===== src/rtl/serial_4094_driver.sv =====
// -----------------------------------------------------------------------------
// serial_4094_driver
//
// Autonomous serializer for a CD4094 shift-register chain. A parallel word is
// shifted out MSB first on out_data/out_clk, then out_strobe latches it into
// the 4094 outputs. The chain's serial output (miso) is captured in parallel
// with the shift, so data_out returns the chain's previous contents.
//
// Parameters:
//   WIDTH    bits in the 4094 chain (1..32)
//   CLK_DIV  clk cycles per half-period of out_clk (1..255)
//
// Ports:
//   clk         system clock, all logic on posedge
//   reset       synchronous, active-high reset
//   start       transfer request, honoured only while busy is low
//   data_in     word to load, MSB shifted first
//   busy        transfer in progress (through the done cycle)
//   done        one-cycle pulse after the strobe completes
//   data_out    word read back from miso, updated in the done cycle
//   out_clk     4094 CP pin
//   out_data    4094 D pin
//   out_strobe  4094 STR pin, active high
//   miso        4094 chain serial output (QS of the last device)
// -----------------------------------------------------------------------------
module serial_4094_driver #(
    parameter int unsigned WIDTH   = 24,
    parameter int unsigned CLK_DIV = 4
) (
    input  logic             clk,
    input  logic             reset,
    input  logic             start,
    input  logic [WIDTH-1:0] data_in,
    output logic             busy,
    output logic             done,
    output logic [WIDTH-1:0] data_out,
    output logic             out_clk,
    output logic             out_data,
    output logic             out_strobe,
    input  logic             miso
);

    localparam int unsigned BW = $clog2(WIDTH + 1);
    localparam int unsigned DW = $clog2(CLK_DIV + 1);
    localparam logic [BW-1:0] LAST_BIT = BW'(WIDTH - 1);
    localparam logic [DW-1:0] DIV_LAST = DW'(CLK_DIV - 1);

    typedef enum logic [1:0] {
        IDLE   = 2'd0,
        LOW    = 2'd1,
        HIGH   = 2'd2,
        STROBE = 2'd3
    } state_t;

    state_t           state, state_n;
    logic [DW-1:0]    div_cnt, div_cnt_n;
    logic [BW-1:0]    bit_cnt, bit_cnt_n;
    logic [WIDTH-1:0] shift_reg, shift_reg_n;
    logic [WIDTH-1:0] cap_reg, cap_reg_n;
    logic             done_n;
    logic             div_last;

    assign div_last = (div_cnt == DIV_LAST);

    always_comb begin
        state_n     = state;
        div_cnt_n   = div_cnt;
        bit_cnt_n   = bit_cnt;
        shift_reg_n = shift_reg;
        cap_reg_n   = cap_reg;
        done_n      = 1'b0;

        case (state)
            IDLE: begin
                // busy is still high in the done cycle, which blocks a
                // restart there even though the FSM is already idle.
                if (start && !busy) begin
                    state_n     = LOW;
                    shift_reg_n = data_in;
                    cap_reg_n   = '0;
                    div_cnt_n   = '0;
                    bit_cnt_n   = '0;
                end
            end
            LOW: begin
                if (div_last) begin
                    state_n   = HIGH;
                    div_cnt_n = '0;
                    // miso as seen during the last low cycle, i.e. before
                    // the chain shifts on the rising out_clk edge.
                    cap_reg_n = (cap_reg << 1) | WIDTH'(miso);
                end else begin
                    div_cnt_n = div_cnt + 1'b1;
                end
            end
            HIGH: begin
                if (div_last) begin
                    div_cnt_n = '0;
                    bit_cnt_n = bit_cnt + 1'b1;
                    if (bit_cnt == LAST_BIT) begin
                        state_n = STROBE;
                    end else begin
                        state_n     = LOW;
                        shift_reg_n = shift_reg << 1;
                    end
                end else begin
                    div_cnt_n = div_cnt + 1'b1;
                end
            end
            STROBE: begin
                if (div_last) begin
                    state_n   = IDLE;
                    div_cnt_n = '0;
                    bit_cnt_n = '0;
                    done_n    = 1'b1;
                end else begin
                    div_cnt_n = div_cnt + 1'b1;
                end
            end
            default: state_n = IDLE;
        endcase
    end

    // Control state and registered pin outputs, all derived from next state
    // so every output is a flop with no input-to-output path.
    always_ff @(posedge clk) begin
        if (reset) begin
            state      <= IDLE;
            div_cnt    <= '0;
            bit_cnt    <= '0;
            busy       <= 1'b0;
            done       <= 1'b0;
            out_clk    <= 1'b0;
            out_data   <= 1'b0;
            out_strobe <= 1'b0;
            data_out   <= '0;
        end else begin
            state      <= state_n;
            div_cnt    <= div_cnt_n;
            bit_cnt    <= bit_cnt_n;
            busy       <= (state_n != IDLE) || done_n;
            done       <= done_n;
            out_clk    <= (state_n == HIGH);
            out_strobe <= (state_n == STROBE);
            out_data   <= ((state_n == LOW) || (state_n == HIGH)) && shift_reg_n[WIDTH-1];
            if (done_n) begin
                data_out <= cap_reg_n;
            end
        end
    end

    // Datapath registers; always reloaded on acceptance, so no reset needed.
    always_ff @(posedge clk) begin
        shift_reg <= shift_reg_n;
        cap_reg   <= cap_reg_n;
    end

endmodule


===== config.mk =====
export PLATFORM = sky130hd
export DESIGN_NAME = serial_4094_driver
export DESIGN_NICKNAME = d
export VERILOG_FILES = /design/src/rtl/serial_4094_driver.sv
export SDC_FILE = /design/constraint.sdc
export NUM_CORES = 1
export LEC_CHECK = 0
export CELL_PAD_IN_SITES_DETAIL_PLACEMENT = 0
export CELL_PAD_IN_SITES_GLOBAL_PLACEMENT = 2
export CORE_MARGIN = 8
export CORE_UTILIZATION = 30
export DETAILED_ROUTE_END_ITERATION = 10
export GPL_ROUTABILITY_DRIVEN = 1
export GPL_TIMING_DRIVEN = 0
export PLACE_DENSITY = 0.8
export SYNTH_ARGS = -nofsm -noshare
export SYNTH_HDL_FRONTEND = slang
export SYNTH_SLANG_ARGS = --single-unit
export TNS_END_PERCENT = 1

===== constraint.sdc =====
create_clock -name clk -period 2.58 [get_ports clk]
set_input_delay 0.774 -clock clk [delete_from_list [all_inputs] [get_ports clk]]
set_output_delay 0.774 -clock clk [all_outputs]
set_load 0.05 [all_outputs]

# After elaboration in Yosys (flattened, before gate mapping)
# Index checks and enable logic that the tools add are counted.
# word_totals
regBits	87
word_cells	61
output_inout_bits	29
# classes
n_mux	22
eq_ne	12
n_bitwise	1
n_reduce_logical	12
addsub	2
# ops
op	count
2-to-1 mux 24 bit	5
case mux 24 bit (2 select lines)	2
OR 24 x 1 -> 24 bit	1
2-to-1 mux 5 bit	3
case mux 5 bit (3 select lines)	1
2-to-1 mux 2 bit	5
equality test 2 bit (second input constant)	4
inequality test 2 bit (second input constant)	4
case mux 2 bit (4 select lines)	1
AND reduction 4 bit	2
2-to-1 mux 3 bit	2
case mux 3 bit (2 select lines)	1
adder 5 x 1 -> 5 bit (second input constant)	1
equality test 5 bit (second input constant)	1
equality test 2 x 1 -> 1 bit (second input constant)	2
nonzero test 2 bit	2
adder 3 x 1 -> 3 bit (second input constant)	1
equality test 3 x 2 -> 1 bit (second input constant)	1
nonzero test 3 bit	1
OR reduction 3 bit	1
logical AND 1 bit	2
zero test 2 bit	1
logical OR 1 bit	2
2-to-1 mux 1 bit	2
zero test 1 bit	1

# Depth between registers and ports, before layout
# Gate-level depths: netlist of the first run.
# depth
ltp_word	7
depth_mapped	9
depth_no_buf	8

# Worst setup path before layout of the first run
# No wires, ideal clock.
# synth_path
path_kind	input to register
from	input start
to	register shift_reg[0] (enable)
setup_slack_ns	-0.183
required_time_ns	2.177
path_buffers	1
t_arrival_ns	2.360
cell_stages	5
cell_sequence	nand2b_1 > nor2_1 > buf_2 > a21oi_1 > nor2_1
# synth_via
elab_chain_len	3
# synth_lines
element	line	rtl
from (decl)	32	input logic start,
logical AND 1 bit	77	if (start && !busy) begin
inequality test 2 bit (no source line)	n/a	
AND reduction 4 bit (no source line)	n/a	
to (signal assigned)	154	shift_reg <= shift_reg_n;
to (decl)	58	logic [WIDTH-1:0] shift_reg, shift_reg_n;
# No other way between the ends.
# A chain may end at the register's enable or synchronous reset.

# Final worst setup path of the first run
# layout_path
from	input start
to	register shift_reg[11] (enable)
# Same word-level chain as after synthesis.

==> results of run 1 <==
==> cell usage after synthesis, types with 6 or more instances <==
| library cell | count |
|---|---|
| dfxtp_1 | 64 |
| a22o_1 | 46 |
| nor2_1 | 34 |
| a21oi_1 | 31 |
| o21a_1 | 24 |
| edfxtp_1 | 23 |
| buf_2 | 13 |
| ha_1 | 9 |
| nand3_1 | 7 |
| clkbuf_1 | 6 |
| inv_1 | 6 |
| nor2b_1 | 6 |
==> area by class of cell <==
cell class / count / area share
clock inverters: 5 / 0.0184
inverters: 7 / 0.00569
flip-flops and latches: 87 / 0.427
clock buffers: 11 / 0.0572
repair buffers: 58 / 0.127
plain buffers: 25 / 0.0303
well taps: 143 / 0.0387
multi-input cells: 197 / 0.296
==> repair_timing <==
action,4_1_cts,5_1_grt
setup buffers,2,0
resized for setup,3,1
hold endpoints to repair,0,0
endpoints found under the setup margin,23,5
pin swaps,1,1
gates cloned,1,0
==> worst max path at each step <==
stage           from                      end  slack (ns)  cells past startpoint
3_5_place_dp   start   shift_reg[7]$_DFFE_PP_       -0.86                      6
3_3_place_gp   start   shift_reg[8]$_DFFE_PP_       -0.82                      6
4_1_cts        start      out_data$_SDFF_PP0_        0.05                      8
5_1_grt        start      out_data$_SDFF_PP0_        0.02                      8
2_1_floorplan  start   shift_reg[0]$_DFFE_PP_        0.19                      5
6_report       start  shift_reg[11]$_DFFE_PP_        0.15                      6
==> report_power, final <==
group          switching (mW)  internal (mW)  total, mW
clock network           0.533          0.942       1.47
registers              0.0503           1.59       1.64
logic                   0.488          0.353      0.841
==> worst max-delay path: stages <==
cell and delay (ns):
clkdlybuf4s50_1 0.47, nand2b_1 0.14, nor2_2 0.24, buf_2 0.30, a21oi_1 0.17, nor2_4 0.33
==> metrics by stage <==
stage | setup TNS (ns) | hold WS, ns
6_report | 0 | 0.452
5_1_grt | 0 | 0.484
4_1_cts | 0 | 0.457
3_5_place_dp | -20.27 | 0.445
3_3_place_gp | -19.60 | 0.442
2_1_floorplan | 0 | 0.424
==> kinds of logic after synthesis <==
kind of cell    share of synthesized area
compound gates                      0.259
simple gates                       0.0903
mux                               0.00324
buf+inv                            0.0479
fa+ha+maj                          0.0324
flops                               0.567
==> per-layer routing <==
metal,GRT usage,part of all wire
met5,0,0
met4,0.0406,0.0096
met3,0.0367,0.067
met2,0.168,0.42
met1,0.152,0.50
==> impl_metrics.csv, run 1 <==
group,metric,value,unit
setup_path,r2r_cells,7,
route,wl,8370,µm
yosys,postSynthRegisterBits,87,
place,dp.final_hpwl,5610,µm
global_route,grt_pass1_vias,2652,
die,pin_count,57,
route,wl_per_cell,15.7,µm
yosys,synth_top_area_share,0.368,
timing,worst_pin_slew,0.663,ns
final_layout,antenna_cells,0,
timing,slew_viol_final,0,
global_route,grt_max_degree,16,
yosys,synthFlopType,"dfxtp_1",
yosys,ys_types,44,
power_and_ir_drop,pwr_density_cell,857,nW/µm²
route,postRouteAntennaNets,0,
power_and_ir_drop,ir_drop,0.376,mV
power_and_ir_drop,total_power,3.96,mW
setup_path,r2r_start,"bit_cnt[0]$_SDFFE_PP0P_",
setup_path,reg2reg_slack,0.19,ns
final_layout,fin_nets,422,
timing,finClkSkew,0.00812,ns
yosys,synthesis.nets,352,
setup_path,endpoint_kind,"register",
job,max_cap_violations,0,
final_layout,area_growth,32.9,%
yosys,avgSynthCellArea,11.0,µm²
global_route,antenna_found_initial,0,
setup_path,r2r-end,"out_data$_SDFF_PP0_",
min_path,hold_path_class,"register to register",
route,dr_total_vias,2601,
min_path,worstHoldStart,"div_cnt[2]$_SDFFE_PP0N_",
timing,final-hold-violation-count,0,
global_route,grt_overflow_total,0,
die,rows,39,
die,die_width,124,µm
yosys,synth_edf_count,23,
die,core,11400,µm²
place,placedCellCount,514,
clock_tree,cts_buffers,9,
yosys,ys_warn_count,0,
clock_tree,clk_latency,0.33,ns
timing,grt_setup_unrepaired,"no",
clock_tree,holdBufCountCts,0,
global_route,grt_pass1_wl,13600,µm
final_layout,layout-drive-gt1-share,0.118,
yosys,synth-async-reset-ratio,0,
final_layout,multi_input_area,1370,µm²
setup_path,path_class,"input port to register",
status,status,"finished, final reports clean",
final_layout,finalNonFillerCells,533,
clock_tree,ctsHtreeMaxLevel,3,
clock_tree,clkTransAtPathRegs,0.06,ns
timing,finalWorstSetupSlack,0.146,ns
clock_tree,cts_root_buf,"clkbuf_16",
yosys,yosys.area.top_type,"dfxtp_1",
final_layout,fillCellCount,1107,
final_layout,final_cell_mix,"dfxtp_1, clkdlybuf4s50_1, a22o_1, nor2_1, a21oi_1",
global_route,track_usage,0.113,
clock_tree,cts_tree,"yes",
route,vias_per_cell,4.88,
place,gp_congestion,0.751,
route,firstDrtPassIters,4,
timing,finalSetupViolCount,0,
final_layout,final_util,0.406,
yosys,synthesis.area,3480,µm²
route,drt_iter0_markers,133,
place,io_buffers,56,
clock_tree,clockBufferDepth,2,
min_path,hold_end,"div_cnt[2]$_SDFFE_PP0N_",
timing,max_slew_margin,0.558,
yosys,synth_area_leaders,"dfxtp_1, edfxtp_1, a22o_1, o21a_1, a21oi_1",
timing,fmax,0.411,GHz
route,drc,0,
clock_tree,cts.sinks,87,
timing,min_period,2.43,ns
min_path,hold_depth,2,
place,dp_slack,-0.856,ns
power_and_ir_drop,leakagePower,1.75,nW
setup_path,cp.arrival,2.43,ns
setup_path,cp_max_fo,11,
timing,min_period_over_period,0.943,
setup_path,crit_path_start_kind,"input port",
final_layout,final_cell_area,4620,µm²
die,start_util,0.306,
yosys,synthesis.instances,315,
final_layout,seq_area,1970,µm²
yosys,synth-seq-area-share,0.567,
die,die-area,15300,µm²
place,place_area,4220,µm²
setup_path,required,2.58,ns
die,die_h,124,µm
final_layout,layout_commonest_cell,"dfxtp_1",
Power figures use the tool's default switching activity.
==> run 2: changes to the inputs <==
Settings changed: PLACE_DENSITY 0.8 to not set, PLACE_DENSITY_LB_ADDON set to 0.1.
Clock period 2.58 ns to 2.2 ns, I/O delays scaled along.
==> run 2 against run 1 <==
Against the previous run:
- combinational power up 30%
- design area up 0.51%
- clock skew down 0.0053 ns
- worst hold slack better by 0.0089 ns
- non-clock buffer count up 6
- total power up 12%
- critical endpoint is now busy
- largest cell class unchanged
==> impl_metrics.csv, run 2 (synthesized netlist as in run 1, its figures left out) <==
group,metric,value,unit
die,die_h,124,µm
place,io_buffers,56,
final_layout,area_growth,33.5,%
die,core,11400,µm²
timing,finClkSkew,0.00278,ns
route,drc,0,
setup_path,max_stage_delay,0.81,ns
timing,worst_pin_slew,0.526,ns
final_layout,layout_commonest_cell,"dfxtp_1",
timing,max_slew_margin,0.649,
power_and_ir_drop,p_sw_frac,0.289,
global_route,track_usage,0.120,
die,die_width,124,µm
power_and_ir_drop,p_comb_frac,0.245,
power_and_ir_drop,p_int,3.15,mW
power_and_ir_drop,seq_power_share,0.435,
die,rows,39,
timing,grt_setup_unrepaired,"yes",
die,start_util,0.306,
setup_path,required,1.54,ns
final_layout,final_util,0.408,
setup_path,crit_chain,"clkdlybuf4s50_1",
place,dp.final_hpwl,5690,µm
power_and_ir_drop,leakagePower,1.85,nW
final_layout,layout-drive-gt1-share,0.141,
setup_path,crit_path_start_kind,"register",
timing,min_period_over_period,0.977,
clock_tree,holdBufCountCts,0,
min_path,hold_path_class,"register to register",
setup_path,path_class,"register to output pin",
timing,final-hold-violation-count,0,
place,gp_congestion,0.726,
global_route,antenna_found_initial,0,
route,wl,8580,µm
timing,final.setup.tns,0,ns
setup_path,r2r-end,"busy$_SDFF_PP0_",
power_and_ir_drop,pwr_density_cell,954,nW/µm²
power_and_ir_drop,ir_drop,0.365,mV
route,vias_per_cell,4.81,
final_layout,antenna_cells,0,
route,dr_total_vias,2592,
clock_tree,cts_tree,"yes",
final_layout,final_cell_mix,"dfxtp_1, clkdlybuf4s50_1, a22o_1, nor2_1, a21oi_1",
clock_tree,clockBufferDepth,2,
global_route,grt_pass1_vias,2711,
power_and_ir_drop,power_switching,1.28,mW
setup_path,cp.arrival,1.49,ns
setup_path,r2r_start,"bit_cnt[0]$_SDFFE_PP0P_",
clock_tree,clkTransAtPathRegs,0.06,ns
setup_path,endpoint_kind,"output pin",
min_path,worstHoldStart,"div_cnt[2]$_SDFFE_PP0N_",
setup_path,crit_buf_inv,1,
route,postRouteAntennaNets,0,
global_route,grt_max_degree,15,
job,max_cap_violations,0,
setup_path,reg2reg_slack,0.11,ns
setup_path,crit_family,"buffers and inverters",
setup_path,cpMaxStageDelayCell,"clkdlybuf4s50_1",
die,die-area,15300,µm²
clock_tree,ctsHtreeMaxLevel,3,
final_layout,fin_nets,428,
die,pin_count,57,
timing,finalSetupViolCount,0,
status,status,"finished, final reports clean",
timing,min_period,2.15,ns
route,wl_per_cell,15.9,µm
min_path,hold_depth,2,
clock_tree,cts.sinks,87,
min_path,hold_end,"div_cnt[2]$_SDFFE_PP0N_",
global_route,grt_overflow_total,0,
timing,slew_viol_final,0,
clock_tree,cts_root_buf,"clkbuf_16",
power_and_ir_drop,clockPowerShare,0.320,
timing,fmax,0.465,GHz
setup_path,r2r_cells,8,
setup_path,cp_max_fo,3,
route,firstDrtPassIters,4,
route,drt_iter0_markers,130,
global_route,grt_pass1_wl,14100,µm
clock_tree,cts_buffers,9,
setup_path,crit_start,"busy$_SDFF_PP0_",
clock_tree,clk_latency,0.34,ns
run 2: how the worst max path moves through the flow:
stage	end	cells past startpoint
finish	busy	1
floorplan	shift_reg[0]$_DFFE_PP_	5
CTS	data_out[22]	1
detailed placement	shift_reg[7]$_DFFE_PP_	6
global placement	shift_reg[6]$_DFFE_PP_	6
global route	busy$_SDFF_PP0_	8
run 2: routing by layer:
metal	global-route usage	vias to the layer above	share of wire
met5	0	-	0
met4	0.0564	0	0.016
met3	0.0376	11	0.062
met2	0.176	46	0.44
met1	0.158	1219	0.48
li1	-	1316	-
run 2: final cells by class:
cell class,instances,area [µm²]
plain buffers,25,146
clock buffers,11,243
clock inverters,5,33.8
fillers,1132,6730
inverters,7,30.0
multi-input cells,197,1390
flip-flops and latches,87,1970
well taps,143,179
repair buffers,64,647
run 2: stage by stage:
stage	instance area, µm²	worst slack [ns]	std cells	hold slack [ns]	power [mW]
floorplan	3480	0.157	315	0.424	2.62
global placement	4220	-0.810	514	0.441	2.89
detailed placement	4220	-0.795	514	0.443	2.89
CTS	4570	0.000195	535	0.456	4.42
global route	4640	-0.0418	539	0.497	4.67
finish	4640	0.0511	539	0.461	4.43
run 2: timing repair:
| item | 4_1_cts | 5_1_grt |
|---|---|---|
| endpoints found under the setup margin | 28 | 42 |
| pin swaps | 3 | 0 |
| setup buffers | 4 | 4 |
| gates cloned | 1 | 0 |
| gates resized for setup | 7 | 14 |
run 2: power groups by stage:
stage	combinational, mW	sequential [mW]	clock, mW
after floorplan	0.624	2.00	0
after global placement	0.932	1.96	0
after detailed placement	0.925	1.96	0
after CTS	1.03	1.93	1.47
after global routing	1.20	1.94	1.53
final	1.09	1.93	1.42
